`src/rtl/i2c_bus_arbiter_pkg.sv`:
```
// i2c_bus_arbiter_pkg
//   Shared definitions for the I2C bus arbiter: FSM state encodings and
//   counter widths. Imported by i2c_bus_arbiter and i2c_rr_pick.
package i2c_bus_arbiter_pkg;

    typedef enum logic [1:0] {
        IDLE      = 2'd0,
        WAIT_FREE = 2'd1,
        GRANT     = 2'd2,
        DRAIN     = 2'd3
    } arb_state_t;

    localparam int FREE_W = 16;  // bus-free counter width
    localparam int HOLD_W = 32;  // grant-hold watchdog counter width
    localparam int ID_W   = 3;   // client index width (NREQ <= 8)

endpackage

```
`src/rtl/i2c_bus_arbiter_rr_pick.sv`:
```
// i2c_rr_pick
//   Combinational round-robin picker. Returns the first set request bit at
//   or above ptr, wrapping modulo NREQ.
//   Ports:
//     req  in  NREQ  request vector
//     ptr  in  3     starting index for the search (0..NREQ-1)
//     any  out 1     at least one request is set
//     idx  out 3     index of the winner (0 when any=0)
module i2c_rr_pick
    import i2c_bus_arbiter_pkg::*;
#(
    parameter int NREQ = 4
) (
    input  logic [NREQ-1:0] req,
    input  logic [ID_W-1:0] ptr,
    output logic            any,
    output logic [ID_W-1:0] idx
);

    logic [2*NREQ-1:0] dbl;
    logic [NREQ-1:0]   rot;
    logic [ID_W:0]     sum;

    // Rotate so that bit 0 of rot is client ptr, then scan downward so the
    // lowest rotated position (closest to ptr) is the last one to assign idx.
    always_comb begin
        dbl = {req, req} >> ptr;
        rot = dbl[NREQ-1:0];
        any = |rot;
        idx = '0;
        sum = '0;
        for (int k = NREQ - 1; k >= 0; k--) begin
            sum = {1'b0, ptr} + (ID_W + 1)'(k);
            if (sum >= (ID_W + 1)'(NREQ))
                sum = sum - (ID_W + 1)'(NREQ);
            if (rot[k])
                idx = sum[ID_W-1:0];
        end
    end

endmodule

```
`src/rtl/i2c_bus_arbiter.sv`:
```
// i2c_bus_arbiter
//   Shares one local I2C master engine among NREQ requesters, round-robin.
//   A client is admitted only after the bus has been idle (bby=0) for BUF_CYC
//   cycles; the grant is held while its req stays high and is reclaimed once
//   req drops and the bus goes idle again (STOP seen or bby low).
//   Optional feature macro: I2C_ARB_TIMEOUT_EN enables a grant-hold watchdog
//   that revokes a grant after TMO_CYC cycles and pulses tmo.
//   Ports:
//     clk     in  1     system clock, rising edge
//     rst     in  1     asynchronous active-high reset
//     req     in  NREQ  level request per client
//     bby     in  1     bus busy
//     sto     in  1     STOP-detected pulse
//     lost    in  1     arbitration-lost pulse from the master engine
//     gnt     out NREQ  one-hot registered grant
//     gnt_id  out 3     index of the granted client (valid while own=1)
//     own     out 1     local master owns the bus
//     tmo     out 1     watchdog revoke pulse (0 without the macro)
module i2c_bus_arbiter
    import i2c_bus_arbiter_pkg::*;
#(
    parameter int NREQ     = 4,
    parameter int BUF_CYC  = 600,
    parameter int TMO_CYC  = 1000000,
    parameter int US       = 100,  // passthrough, shared with bus-busy detector
    parameter int I2C_MODE = 0     // passthrough, shared with bus-busy detector
) (
    input  logic            clk,
    input  logic            rst,
    input  logic [NREQ-1:0] req,
    input  logic            bby,
    input  logic            sto,
    input  logic            lost,
    output logic [NREQ-1:0] gnt,
    output logic [ID_W-1:0] gnt_id,
    output logic            own,
    output logic            tmo
);

    if (NREQ < 2 || NREQ > 8 || BUF_CYC < 1 || BUF_CYC > 65535 ||
        TMO_CYC < 1 || US < 0 || I2C_MODE < 0) begin : g_bad_cfg
        $error("i2c_bus_arbiter: parameter out of range");
    end

    localparam logic [FREE_W-1:0] BUF_LD = FREE_W'(BUF_CYC);
    localparam logic [ID_W-1:0]   LAST   = ID_W'(NREQ - 1);

    arb_state_t        state, state_n;
    logic [FREE_W-1:0] cnt, cnt_n;
    logic [ID_W-1:0]   ptr, ptr_n;
    logic [NREQ-1:0]   gnt_n;
    logic [ID_W-1:0]   gnt_id_n;
    logic              own_n;
    logic [NREQ-1:0]   req_eff;
    logic              pick_any;
    logic [ID_W-1:0]   pick_idx;

`ifdef I2C_ARB_TIMEOUT_EN
    logic [HOLD_W-1:0] hold, hold_n;
    logic [NREQ-1:0]   ban, ban_n;   // offenders locked out until they drop req
    logic              tmo_n;
    assign req_eff = req & ~ban;
`else
    assign req_eff = req;
    assign tmo     = 1'b0;
`endif

    i2c_rr_pick #(.NREQ(NREQ)) u_pick (
        .req (req_eff),
        .ptr (ptr),
        .any (pick_any),
        .idx (pick_idx)
    );

    always_ff @(posedge clk or posedge rst) begin
        if (rst) state <= IDLE;
        else     state <= state_n;
    end

    always_ff @(posedge clk or posedge rst) begin
        if (rst) begin
            cnt    <= '0;
            ptr    <= '0;
            gnt    <= '0;
            gnt_id <= '0;
            own    <= 1'b0;
`ifdef I2C_ARB_TIMEOUT_EN
            hold   <= '0;
            ban    <= '0;
            tmo    <= 1'b0;
`endif
        end else begin
            cnt    <= cnt_n;
            ptr    <= ptr_n;
            gnt    <= gnt_n;
            gnt_id <= gnt_id_n;
            own    <= own_n;
`ifdef I2C_ARB_TIMEOUT_EN
            hold   <= hold_n;
            ban    <= ban_n;
            tmo    <= tmo_n;
`endif
        end
    end

    always_comb begin
        state_n  = state;
        cnt_n    = cnt;
        ptr_n    = ptr;
        gnt_n    = gnt;
        gnt_id_n = gnt_id;
        own_n    = own;
`ifdef I2C_ARB_TIMEOUT_EN
        hold_n   = hold;
        ban_n    = ban & req;   // a ban clears once the client drops req
        tmo_n    = 1'b0;
`endif
        case (state)
            IDLE: begin
                if (|req_eff) begin
                    state_n = WAIT_FREE;
                    cnt_n   = BUF_LD;
                end
            end
            WAIT_FREE: begin
                if (!(|req_eff)) begin
                    state_n = IDLE;
                end else if (bby) begin
                    cnt_n = BUF_LD;
                end else if (cnt == '0) begin
                    state_n  = GRANT;
                    gnt_n    = {{(NREQ-1){1'b0}}, 1'b1} << pick_idx;
                    gnt_id_n = pick_idx;
                    own_n    = pick_any;
                    ptr_n    = (pick_idx == LAST) ? '0 : pick_idx + 1'b1;
`ifdef I2C_ARB_TIMEOUT_EN
                    hold_n   = '0;
`endif
                end else begin
                    cnt_n = cnt - 1'b1;
                end
            end
            GRANT: begin
                // lost outranks release: retry the same client first
                if (lost) begin
                    state_n  = WAIT_FREE;
                    cnt_n    = BUF_LD;
                    ptr_n    = gnt_id;
                    gnt_n    = '0;
                    gnt_id_n = '0;
                    own_n    = 1'b0;
                end else if (!(|(req & gnt))) begin
                    state_n  = DRAIN;
                    gnt_n    = '0;
                    gnt_id_n = '0;
                    own_n    = 1'b0;
                end
`ifdef I2C_ARB_TIMEOUT_EN
                else if (hold == HOLD_W'(TMO_CYC - 1)) begin
                    // ptr already points past the offender, so it loses priority
                    state_n  = DRAIN;
                    ban_n    = ban_n | gnt;
                    tmo_n    = 1'b1;
                    gnt_n    = '0;
                    gnt_id_n = '0;
                    own_n    = 1'b0;
                end else begin
                    hold_n = hold + 1'b1;
                end
`endif
            end
            DRAIN: begin
                if (sto || !bby)
                    state_n = IDLE;
            end
            default: state_n = IDLE;
        endcase
    end

endmodule
```
`config.mk`:
```
export PLATFORM = sky130hd
export DESIGN_NAME = i2c_bus_arbiter
export DESIGN_NICKNAME = d
export VERILOG_FILES = /design/src/rtl/i2c_bus_arbiter_pkg.sv /design/src/rtl/i2c_bus_arbiter_rr_pick.sv /design/src/rtl/i2c_bus_arbiter.sv
export SDC_FILE = /design/constraint.sdc
export NUM_CORES = 1
export LEC_CHECK = 0
export ABC_AREA = 1
export BUFFER_PORTS_ARGS = -buffer_cell sky130_fd_sc_hd__buf_2
export CORE_MARGIN = 3
export CORE_UTILIZATION = 50
export CTS_CLUSTER_SIZE = 25
export DETAILED_ROUTE_END_ITERATION = 10
export PLACE_DENSITY = 0.69
export SETUP_SLACK_MARGIN = 0.15
export SYNTH_ARGS = -nofsm -noshare
export SYNTH_HDL_FRONTEND = slang
export SYNTH_SLANG_ARGS = --single-unit
```
`constraint.sdc`:
```
create_clock -name clk -period 5.25 [get_ports clk]
set_input_delay 0.2625 -clock clk [delete_from_list [all_inputs] [get_ports clk]]
set_output_delay 0.2625 -clock clk [all_outputs]
set_load 0.02 [all_outputs]
```
==> run metrics, run 1 <==
run status completed; length of routed wiring on met1 2.25 mm; vias after detailed routing 1794; final hold violation count 0; met2 wirelength from detailed routing 1.80 mm; largest delay contributor family on the critical path simple AND/OR/NAND/NOR gates; top metal layer carrying routed signals met4; ordered cell list for the critical path inv_1, nand2_1, nand2_1, nand2_1, nand3_1, a21boi_0, nand2_1, nand2_1, inv_1, ha_1, mux2i_1, o21ai_0; number of DRC violations after detailed-routing iteration 0 89; number of global-route vias before repair 1625; netlist area before placement 2030 um^2; synthesized flop and latch total 29; minimum clock period 2.03 ns; Worst VDD drop 0.275 mV; final routed DRC violation total 0; Clock Skew 0.00696 ns; count of endpoints failing setup in the final report 0; number of antenna violations at the first check in global routing 0; largest stage delay on the critical path 0.47 ns; Synth-to-Final Area Change 9.61%; global placer's final weighted congestion 0.878; Setup TNS 0 ns; remaining number of nets flagged by the antenna check after routing 0; minimum hold slack 0.0322 ns; library cell appearing most often on the critical path nand2_1; synthesized area per cell 7.03 um^2; number of cells produced by synthesis 289; number of antenna cells inserted 0; total nets after synthesis 305; standard cell core area 3800 um^2; Cell Pwr Density 432 nW/um^2; drt first pass iters 4; Static Leakage 1.16 nW; total global routing overflow 0; clock buffer depth 2; maximum number of pins on one net before global-route repair 30; fraction of final layout cells sized beyond drive strength 1 14.0%; type of origin of the critical path flip-flop; quantity of hold-fixing buffers added after cts 0; IO Pins 18; met3 layer wire length in the routed design 209 um; clock insertion delay at the later pin of the skew report 0.29 ns; root buffer cell clkbuf_8; Total Nets Final 323; Clock Sink Count 29; share of the cycle needed by the critical path after routing 38.7%; CTS H-tree lvls 2; Setup CP Type flip-flop to flip-flop; Initial Utilization 53.5%; die boundary height 69.8 um; Port Buffers 16; wire length of the first global-routing pass 7.56 mm; setup repair after global routing missed its margin false; number of cells upsized or downsized after cts 0; post-synthesis sequential area ratio 35.7%; count of buffering cells on the critical path with inverters included 2; warning count from the yosys run 0; clock tree from TritonCTS done; Die Area 4870 um^2; area share of the leading cell type in the synthesized netlist 35.7%; top post-synthesis cells by area dfrtp_1, nand2_1, nand3_1, inv_1, nor2_1; width of the die 69.8 um; overall routed net length 4.30 mm; post-CTS repair timing setup buffer count 0; critical path capture point type flip-flop; row count 22; class of the tightest hold or removal check input pin to async pin; slowest cell on the critical path dfrtp_1; Critical Path RT 5.42 ns; number of clock buffers inserted by TritonCTS 5; Vias/cell 5.04; average wire per cell in the routed design 12.1 um; arrival time of the worst setup path 2.20 ns; number of max-slew violations in the final report 0; core occupancy in the finished layout 58.6%; Critical Path Fanout Max 8; placed wire-length estimate after detailed placement 3.30 mm; Unique masters post-synth 34; Total GRT Usage 18.9%; top cell type by total area after synthesis dfrtp_1; clock transition at the registers of the reported paths 0.07 ns; max-cap violations 0; upper clock frequency limit 492 MHz
[worst reg2reg max path: cells and delay by family, from the launching register on]
| kind | cells | cell delay (ns) |
|---|---|---|
| and+or+nand+nor | 6 | 0.53 |
| DFF | 1 | 0.47 |
| AOI/OAI and AO/OA | 2 | 0.29 |
| adders and majority gates | 1 | 0.28 |
| buffers and inverters | 2 | 0.23 |
| muxes | 1 | 0.13 |
[state kept, by name, summed over array words and instances, names as in the netlist]
register  flops
cnt          16
gnt           4
gnt_id        3
own           1
ptr           3
state         2
[per-stage QoR]
step           total power, W  instance area (um^2)  setup WS (ns)  instances
3_3_place_gp         0.000767                  2140           3.31        348
2_1_floorplan        0.000691                  2030           3.40        289
3_5_place_dp         0.000776                  2140           3.24        348
6_report             0.000961                  2230           3.22        356
4_1_cts              0.000966                  2230           3.22        356
5_1_grt               0.00106                  2230           2.96        356
[metal layers]
metal	GRT usage, %	up-vias
li1	-	963
met1	28.0	793
met2	27.5	31
met3	4.93	7
met4	4.04	0
met5	0	-
[cell usage in the layout, fill, tap and decap left out, types with 3 or more instances in the layout]
master / synthesis / final
a21oi_1: 7 / 7
buf_2: 2 / 16
clkbuf_8: 0 / 5
clkinvlp_4: 0 / 3
dfrtp_1: 29 / 29
ha_1: 7 / 7
inv_1: 33 / 33
nand2_1: 89 / 89
nand3_1: 34 / 34
nand3b_1: 3 / 3
nand4_1: 3 / 3
nor2_1: 32 / 32
o21ai_0: 10 / 10
o21ai_1: 3 / 3
o31ai_1: 3 / 3
xor2_1: 4 / 4
[cell families after synthesis]
| kind of cell | after synthesis | share of synthesized area, % |
|---|---|---|
| AO/OA/AOI/OAI | 29 | 8.68 |
| adder cells (fa/ha/maj) | 7 | 4.31 |
| XOR/XNOR | 5 | 2.16 |
| other | 1 | 0.185 |
| buffers and inverters | 42 | 8.93 |
| AND/OR/NAND/NOR | 175 | 39.5 |
| flip-flops | 29 | 35.7 |
| multiplexers | 1 | 0.493 |
[cell type report]
cell class / count / area (um^2)
fill: 355 / 1570
multi-input combinational: 218 / 1120
sequential: 29 / 726
inverter: 36 / 138
timing repair buffer: 17 / 87.6
clock buffer: 5 / 68.8
tap: 48 / 60.1
clock inverter: 3 / 22.5
[cell usage after synthesis]
master and count:
nand2_1 89, nand3_1 34, inv_1 33, nor2_1 32, dfrtp_1 29, o21ai_0 10
a21oi_1 7, ha_1 7, xor2_1 4, buf_4 3, nand3b_1 3, nand4_1 3
o21ai_1 3, o31ai_1 3, a21boi_0 2, a21oi_2 2, buf_2 2, inv_2 2
nand2_2 2, nand3_2 2, nor2_2 2, nor2_4 2, nor3_1 2, a22oi_2 1
buf_6 1, conb_1 1, inv_4 1, mux2i_1 1, nand3_4 1, nor2_8 1
nor3_4 1, nor4_1 1, o21ai_2 1, xnor2_1 1
[final timing paths]
path	startpoint	to	slack, ns	cells past startpoint
worst max-delay path	ptr[0]	ptr[1]	3.22	12
worst min-delay path	rst	cnt[2]	0.03	3
worst max register to register	ptr[0]	ptr[1]	3.22	12
worst min register to register	cnt[1]	cnt[1]	0.49	2
max in group asynchronous	rst	cnt[7]	4.94	3
min in group clk	lost	ptr[2]	0.25	3
[power breakdown]
group / switching (W) / internal (W) / total, W / leakage, nW
registers: 0.0000382 / 0.000255 / 0.000293 / 0.374
logic: 0.000331 / 0.000151 / 0.000482 / 0.746
clock network: 0.0000939 / 0.0000928 / 0.000187 / 0.0364
Power figures use the tool's default switching activity.
==> run 2, diff against run 1 <==
--- a/config.mk
+++ b/config.mk
@@ -5,13 +5,13 @@
 export SDC_FILE = /design/constraint.sdc
 export NUM_CORES = 1
 export LEC_CHECK = 0
-export ABC_AREA = 1
+export ABC_AREA = 0
 export BUFFER_PORTS_ARGS = -buffer_cell sky130_fd_sc_hd__buf_2
 export CORE_MARGIN = 3
 export CORE_UTILIZATION = 50
 export CTS_CLUSTER_SIZE = 25
 export DETAILED_ROUTE_END_ITERATION = 10
-export PLACE_DENSITY = 0.69
+export PLACE_DENSITY = 0.72
 export SETUP_SLACK_MARGIN = 0.15
 export SYNTH_ARGS = -nofsm -noshare
 export SYNTH_HDL_FRONTEND = slang
==> constraint.sdc (replaced) <==
create_clock -name clk -period 1.8 [get_ports clk]
set_input_delay 0.09 -clock clk [delete_from_list [all_inputs] [get_ports clk]]
set_output_delay 0.09 -clock clk [all_outputs]
set_load 0.02 [all_outputs]
==> run 2 against run 1 <==
  * The flow now finishes with violations (negative setup slack)
  * Critical path depth fell by 3
  * Synthesized cell count down 34%
  * Hold slack improved by 0.19 ns
  * Routed wire length up 60%
  * Register-to-register slack worse by 3.7 ns
  * Cell count is 6.7% lower
  * Largest power group is now registers
==> run metrics, run 2 <==
minimum hold slack 0.218 ns; clock insertion delay at the later pin of the skew report 0.29 ns; clock buffer depth 2; largest stage delay on the critical path 0.48 ns; Worst Setup Slack post-DPL -0.496 ns; minimum clock period 2.24 ns; Clock Skew 0.00523 ns; total instance count after detailed placement 306; post-route non-filler standard cell count 332; total nets after synthesis 206; most instantiated flip-flop cell in the synthesis netlist dfrtp_1; top cell type by total area after synthesis dfrtp_1; sequential share of power 42.9%; vias after detailed routing 2061; Total GRT Usage 29.1%; violated checks negative setup slack; dominant combinational cell family by area after synthesis compound AO/OA/AOI/OAI gates; leading registers by flop count cnt (16), gnt (4); area share of the leading cell type in the synthesized netlist 39.0%; maximum number of pins on one net before global-route repair 29; Worst VDD drop 0.563 mV; wire length of the first global-routing pass 9.64 mm; Static Leakage 1.34 nW; arrival time of the worst setup path 2.46 ns; warning count from the yosys run 0; commonest non-fill, non-tap cell in the layout buf_4; number of cells produced by synthesis 190; width of the die 67 um; top metal layer carrying routed signals met4; upper clock frequency limit 446 MHz; power dissipated by switching net loads 0.000492 W; crit path setup slack, layout -0.441 ns; netlist area before placement 1860 um^2; critical path capture point type flip-flop; number of antenna violations at the first check in global routing 0; slowest cell on the critical path dfrtp_2; Post-synth top cells dfrtp_1, nor2_1, a21oi_1, nand2_1, inv_1; area fraction in and, or, nand and nor cells after synthesis 22.0%; remaining number of nets flagged by the antenna check after routing 0; number of antenna cells inserted 0; R2R Setup Slk -0.44 ns; type of origin of the critical path flip-flop; row count 21; mux cell area share after synthesis 4.57%; overall routed net length 6.89 mm; Vias/cell 6.21; met2 wirelength from detailed routing 3.79 mm; IO Pins 18; met3 layer wire length in the routed design 373 um; drt first pass iters 4; CTS H-tree lvls 2; final routed DRC violation total 0; fraction of final layout cells sized beyond drive strength 1 58.4%; Setup TNS -7.15 ns; length of routed wiring on met1 2.54 mm; die boundary height 67 um; Worst-Margin Slew 0.535 ns; Critical Path Fanout Max 7; count of endpoints failing setup in the final report 29; final hold violation count 0; global placer's final weighted congestion 0.862; standard cell core area 3470 um^2; Unique masters post-synth 54; total global routing overflow 0; post-synthesis sequential area ratio 39.0%; number of global-route vias before repair 2049; Die Area 4490 um^2; number of DRC violations after detailed-routing iteration 0 146; number of clock buffers inserted by TritonCTS 5; clock tree from TritonCTS done; area share of fa/ha/maj cells after synthesis 4.71%; Port Buffers 16; register with the most flip-flops cnt; Total Nets Final 301; number of flip-flops in the largest register 16; ordered cell list for the critical path inv_1, ha_1, a31oi_1, a2bb2oi_4, inv_2, ha_4, nand2b_4, a221oi_2, o22a_1; clock network fraction of total power 31.8%; top-count cell post-synth dfrtp_1; Setup CP Type flip-flop to flip-flop; synthesized area per cell 9.79 um^2; Int Power 0.00115 W; relative contribution of combinational cells to total power 25.3%; Slew headroom 64.3%; Critical Path RT 2.02 ns; clock transition at the registers of the reported paths 0.06 ns; Placement Cell Area 2510 um^2; placed wire-length estimate after detailed placement 4.03 mm; share of the cycle needed by the critical path after routing 125%; Clock Sink Count 29; number of synthesized flops with an enable pin 0; Synth-to-Final Area Change 63.5%; Synth Area in Compound Gates 23.7%; setup repair after global routing missed its margin true; class of the tightest hold or removal check input pin to async pin; asr flop ratio synth 100%; top post-synthesis cells by area dfrtp_1, ha_1, a22o_1, o31ai_1, a21oi_1; Cell Pwr Density 541 nW/um^2; root buffer cell clkbuf_8; max-cap violations 0; average wire per cell in the routed design 20.7 um; number of max-slew violations in the final report 0; post-layout instance area 3040 um^2; synthesized-area fraction occupied by xor and xnor cells 1.88%; Initial Utilization 53.6%; commonest cells after routing, fill and taps aside buf_4, dfrtp_1, buf_6, buf_2, nor2_1; run status finished with violations; synthesized flop and latch total 29; Net Sw Frac 29.9%
-- run 2: cell count changes in the layout (fill, tap and decap cells not counted), sizes merged, moves of 5 or more --
cell    previous run  this run
nand2             91        10
buf               17        95
nand3             37         2
inv               36         9
nor2              37        11
a22o               0         8
nand2b             0         5
or4                0         5
-- run 2: area by class of cell --
class	instances	area (um^2)
inverters	9	33.8
well taps	46	57.6
flip-flops and latches	29	728
multi-input cells	144	1400
clock buffers	8	80.1
repair buffers	96	747
fillers	163	427
-- run 2: stage by stage --
step,utilization (%),power [W]
4_1_cts,82.0,0.00158
5_1_grt,87.7,0.00172
2_1_floorplan,-,0.000878
3_5_place_dp,72.3,0.00103
3_3_place_gp,72.3,0.00101
6_report,87.7,0.00165
-- run 2: power groups by stage --
| stage | Clock [W] | Combinational, W | Sequential [W] |
|---|---|---|---|
| floorplan | 0 | 0.000162 | 0.000715 |
| global placement | 0 | 0.000298 | 0.000712 |
| detailed placement | 0 | 0.000313 | 0.000713 |
| CTS | 0.000527 | 0.000351 | 0.000704 |
| global route | 0.000572 | 0.000446 | 0.000706 |
| finish | 0.000524 | 0.000416 | 0.000706 |
-- run 2: worst max-delay path: cells and delay by family (launching register included) --
| kind | cells | cell delay, ns |
|---|---|---|
| and+or+nand+nor | 1 | 0.13 |
| AOI/OAI and AO/OA | 4 | 0.81 |
| adders and majority gates | 2 | 0.47 |
| DFF | 1 | 0.48 |
| buffers and inverters | 2 | 0.28 |
-- run 2: what timing repair did --
action                     4_1_cts  5_1_grt
buffers inserted                 7       10
hold buffers                     1        0
cloned                           1        0
setup endpoints to repair       29       29
resized for setup               45       30
pin swaps                       17       17
hold endpoints to repair        29        0
-- run 2: kinds of logic after synthesis --
| kind of cell | count (synthesis) |
|---|---|
| AO/OA/AOI/OAI | 61 |
| buffers and inverters | 18 |
| AND/OR/NAND/NOR | 63 |
| other | 1 |
| XOR/XNOR | 4 |
| flip-flops | 29 |
| adder cells (fa/ha/maj) | 7 |
| multiplexers | 7 |
-- run 2: path summary, 6_finish.rpt --
path / startpoint / end / depth (start not counted)
max: ptr[1] / ptr[0] / 9
min: rst / own / 3
max reg2reg: ptr[1] / ptr[0] / 9
min reg2reg: cnt[12] / cnt[12] / 2
max in group asynchronous: rst / ptr[0] / 4
min in group clk: lost / state[1] / 4
-- run 2: metal layers --
metal  vias up  GRT usage, %
met5         -             0
met4         0          10.6
met3        21          6.41
met2        84          53.6
met1      1045          32.1
li1        911             -
==> run 3, diff against run 2 <==
--- a/config.mk
+++ b/config.mk
@@ -8,10 +8,10 @@
 export ABC_AREA = 0
 export BUFFER_PORTS_ARGS = -buffer_cell sky130_fd_sc_hd__buf_2
 export CORE_MARGIN = 3
-export CORE_UTILIZATION = 50
+export CORE_UTILIZATION = 35
 export CTS_CLUSTER_SIZE = 25
 export DETAILED_ROUTE_END_ITERATION = 10
-export PLACE_DENSITY = 0.72
+export PLACE_DENSITY = 0.63
 export SETUP_SLACK_MARGIN = 0.15
 export SYNTH_ARGS = -nofsm -noshare
 export SYNTH_HDL_FRONTEND = slang
==> run 3 against run 2 <==
  * Largest power group unchanged
  * Critical path type unchanged
  * Register-to-register slack worse by 0.03 ns
  * Utilization is 24 points lower
  * Clock power is 2% lower
  * Setup slack worse by 0.028 ns
  * The flow still finishes with violations (negative setup slack)
  * Design area is 3.4% higher
  * Global-route usage is 11 points lower
  * Routed wire length is 18% lower
  * Sequential share of layout area is 0.79 points lower
==> run metrics, run 3 (synthesized netlist as in run 2, its figures left out) <==
width of the die 78.9 um; total instance count after detailed placement 333; total global routing overflow 0; number of global-route vias before repair 1838; setup repair after global routing missed its margin true; standard cell core area 4940 um^2; wire length of the first global-routing pass 8.70 mm; global placer's final weighted congestion 0.863; remaining number of nets flagged by the antenna check after routing 0; upper clock frequency limit 441 MHz; Vias/cell 5.25; class of the tightest hold or removal check input pin to flip-flop; post-route non-filler standard cell count 362; clock insertion delay at the later pin of the skew report 0.28 ns; drt first pass iters 4; register with the most flip-flops cnt; Clock Sink Count 29; number of DRC violations after detailed-routing iteration 0 63; number of antenna violations at the first check in global routing 0; arrival time of the worst setup path 2.43 ns; Port Buffers 16; number of flip-flops in the largest register 16; share of the cycle needed by the critical path after routing 126%; violated checks negative setup slack; IO Pins 18; minimum hold slack 0.204 ns; average wire per cell in the routed design 15.7 um; Critical Path Fanout Max 4; CTS H-tree lvls 2; critical path capture point type flip-flop; filler cell count 403; minimum clock period 2.27 ns; Die Area 6230 um^2; Synth-to-Final Area Change 69.1%; clock transition at the registers of the reported paths 0.06 ns; Clock Skew 0.00501 ns; clock tree from TritonCTS done; footprint of the multi-input gates 1360 um^2; overall routed net length 5.68 mm; commonest cells after routing, fill and taps aside buf_4, dfrtp_1, buf_6, buf_2, nor2_1; Total Nets Final 310; leading registers by flop count cnt (16), gnt (4); fraction of final layout cells sized beyond drive strength 1 58.0%; slowest cell on the critical path dfrtp_2; max-cap violations 0; Total GRT Usage 17.7%; Initial Utilization 37.6%; run status finished with violations; Critical Path RT 1.96 ns; row count 25; ordered cell list for the critical path buf_6, mux2i_4, buf_6, o22a_1, o21bai_1, a22o_1, buf_4, inv_1, ha_1, a22o_1; final routed DRC violation total 0; number of max-slew violations in the final report 0; count of endpoints failing setup in the final report 29; die boundary height 78.9 um; type of origin of the critical path flip-flop; largest stage delay on the critical path 0.44 ns; final hold violation count 0; vias after detailed routing 1900; clock buffer depth 2; sequential cell area 728 um^2; Cell Pwr Density 517 nW/um^2; Setup CP Type flip-flop to flip-flop; crit path setup slack, layout -0.469 ns; Worst VDD drop 0.452 mV; placed wire-length estimate after detailed placement 3.65 mm; maximum number of pins on one net before global-route repair 30; root buffer cell clkbuf_8; commonest non-fill, non-tap cell in the layout buf_4; Static Leakage 1.40 nW; number of clock buffers inserted by TritonCTS 5; number of antenna cells inserted 0
[run 3: changes by cell type in the layout (fill, tap and decap cells not counted), moves of 2 or more]
cell | before | now
o21ai_1 | 3 | 0
o21ai_2 | 2 | 4
buf_4 | 62 | 65
o21bai_4 | 2 | 0
a21oi_1 | 3 | 6
a21oi_2 | 7 | 4
buf_6 | 17 | 23
[run 3: report_power, final]
part | switching [W] | internal, W | total [W]
clock | 0.000237 | 0.000274 | 0.000511
combinational | 0.000201 | 0.000210 | 0.000412
sequential | 0.0000255 | 0.000678 | 0.000704
total | 0.000464 | 0.00116 | 0.00163
[run 3: path summary, 6_finish.rpt]
path / start / to / slack, ns / depth (start not counted)
max: ptr[0] / gnt[2] / -0.47 / 10
min: lost / state[1] / 0.20 / 4
max reg2reg: ptr[0] / gnt[2] / -0.47 / 10
min reg2reg: own / own / 0.51 / 1
max in group asynchronous: rst / ptr[0] / 1.06 / 4
min in group asynchronous: rst / cnt[14] / 0.43 / 4
[run 3: worst max-delay path: cells and delay by family, from the launching register on]
family	cells	cell delay, ns
AO/OA/AOI/OAI	4	0.87
multiplexers	1	0.19
buffers and inverters	4	0.48
flip-flops	1	0.44
adder cells (fa/ha/maj)	1	0.17
[run 3: metal layers]
layer	up-vias	share of wire, %	GRT usage, %
met5	-	0	0
met4	0	2.0	6.01
met3	10	2.8	2.83
met2	22	50	31.0
met1	941	46	22.2
li1	927	-	-
[run 3: cell type report]
| type | instances | share of cell area [%] |
|---|---|---|
| multi-input cells | 143 | 43.3 |
| repair buffers | 106 | 27.2 |
| flip-flops and latches | 29 | 23.2 |
| well taps | 67 | 2.67 |
| clock buffers | 8 | 2.55 |
| inverters | 9 | 1.07 |
[run 3: stage by stage]
stage | setup TNS [ns] | utilization (%) | setup WS, ns | power, W | cell area [um^2]
final | -7.29 | 63.6 | -0.469 | 0.00163 | 3150
after global routing | -9.32 | 63.6 | -0.521 | 0.00170 | 3150
after CTS | -5.53 | 59.7 | -0.389 | 0.00159 | 2950
after detailed placement | -8.91 | 52.5 | -0.458 | 0.00104 | 2590
after global placement | -8.53 | 52.5 | -0.395 | 0.00103 | 2590
after floorplan | -5.48 | - | -0.367 | 0.000878 | 1960
[run 3: what timing repair did]
| action | 4_1_cts | 5_1_grt |
|---|---|---|
| buffers inserted | 12 | 8 |
| hold buffers | 1 | 0 |
| pin swaps | 20 | 11 |
| endpoints found under the hold margin | 29 | 0 |
| setup endpoints to repair | 29 | 29 |
| gates resized for setup | 43 | 29 |
| gates cloned | 0 | 0 |
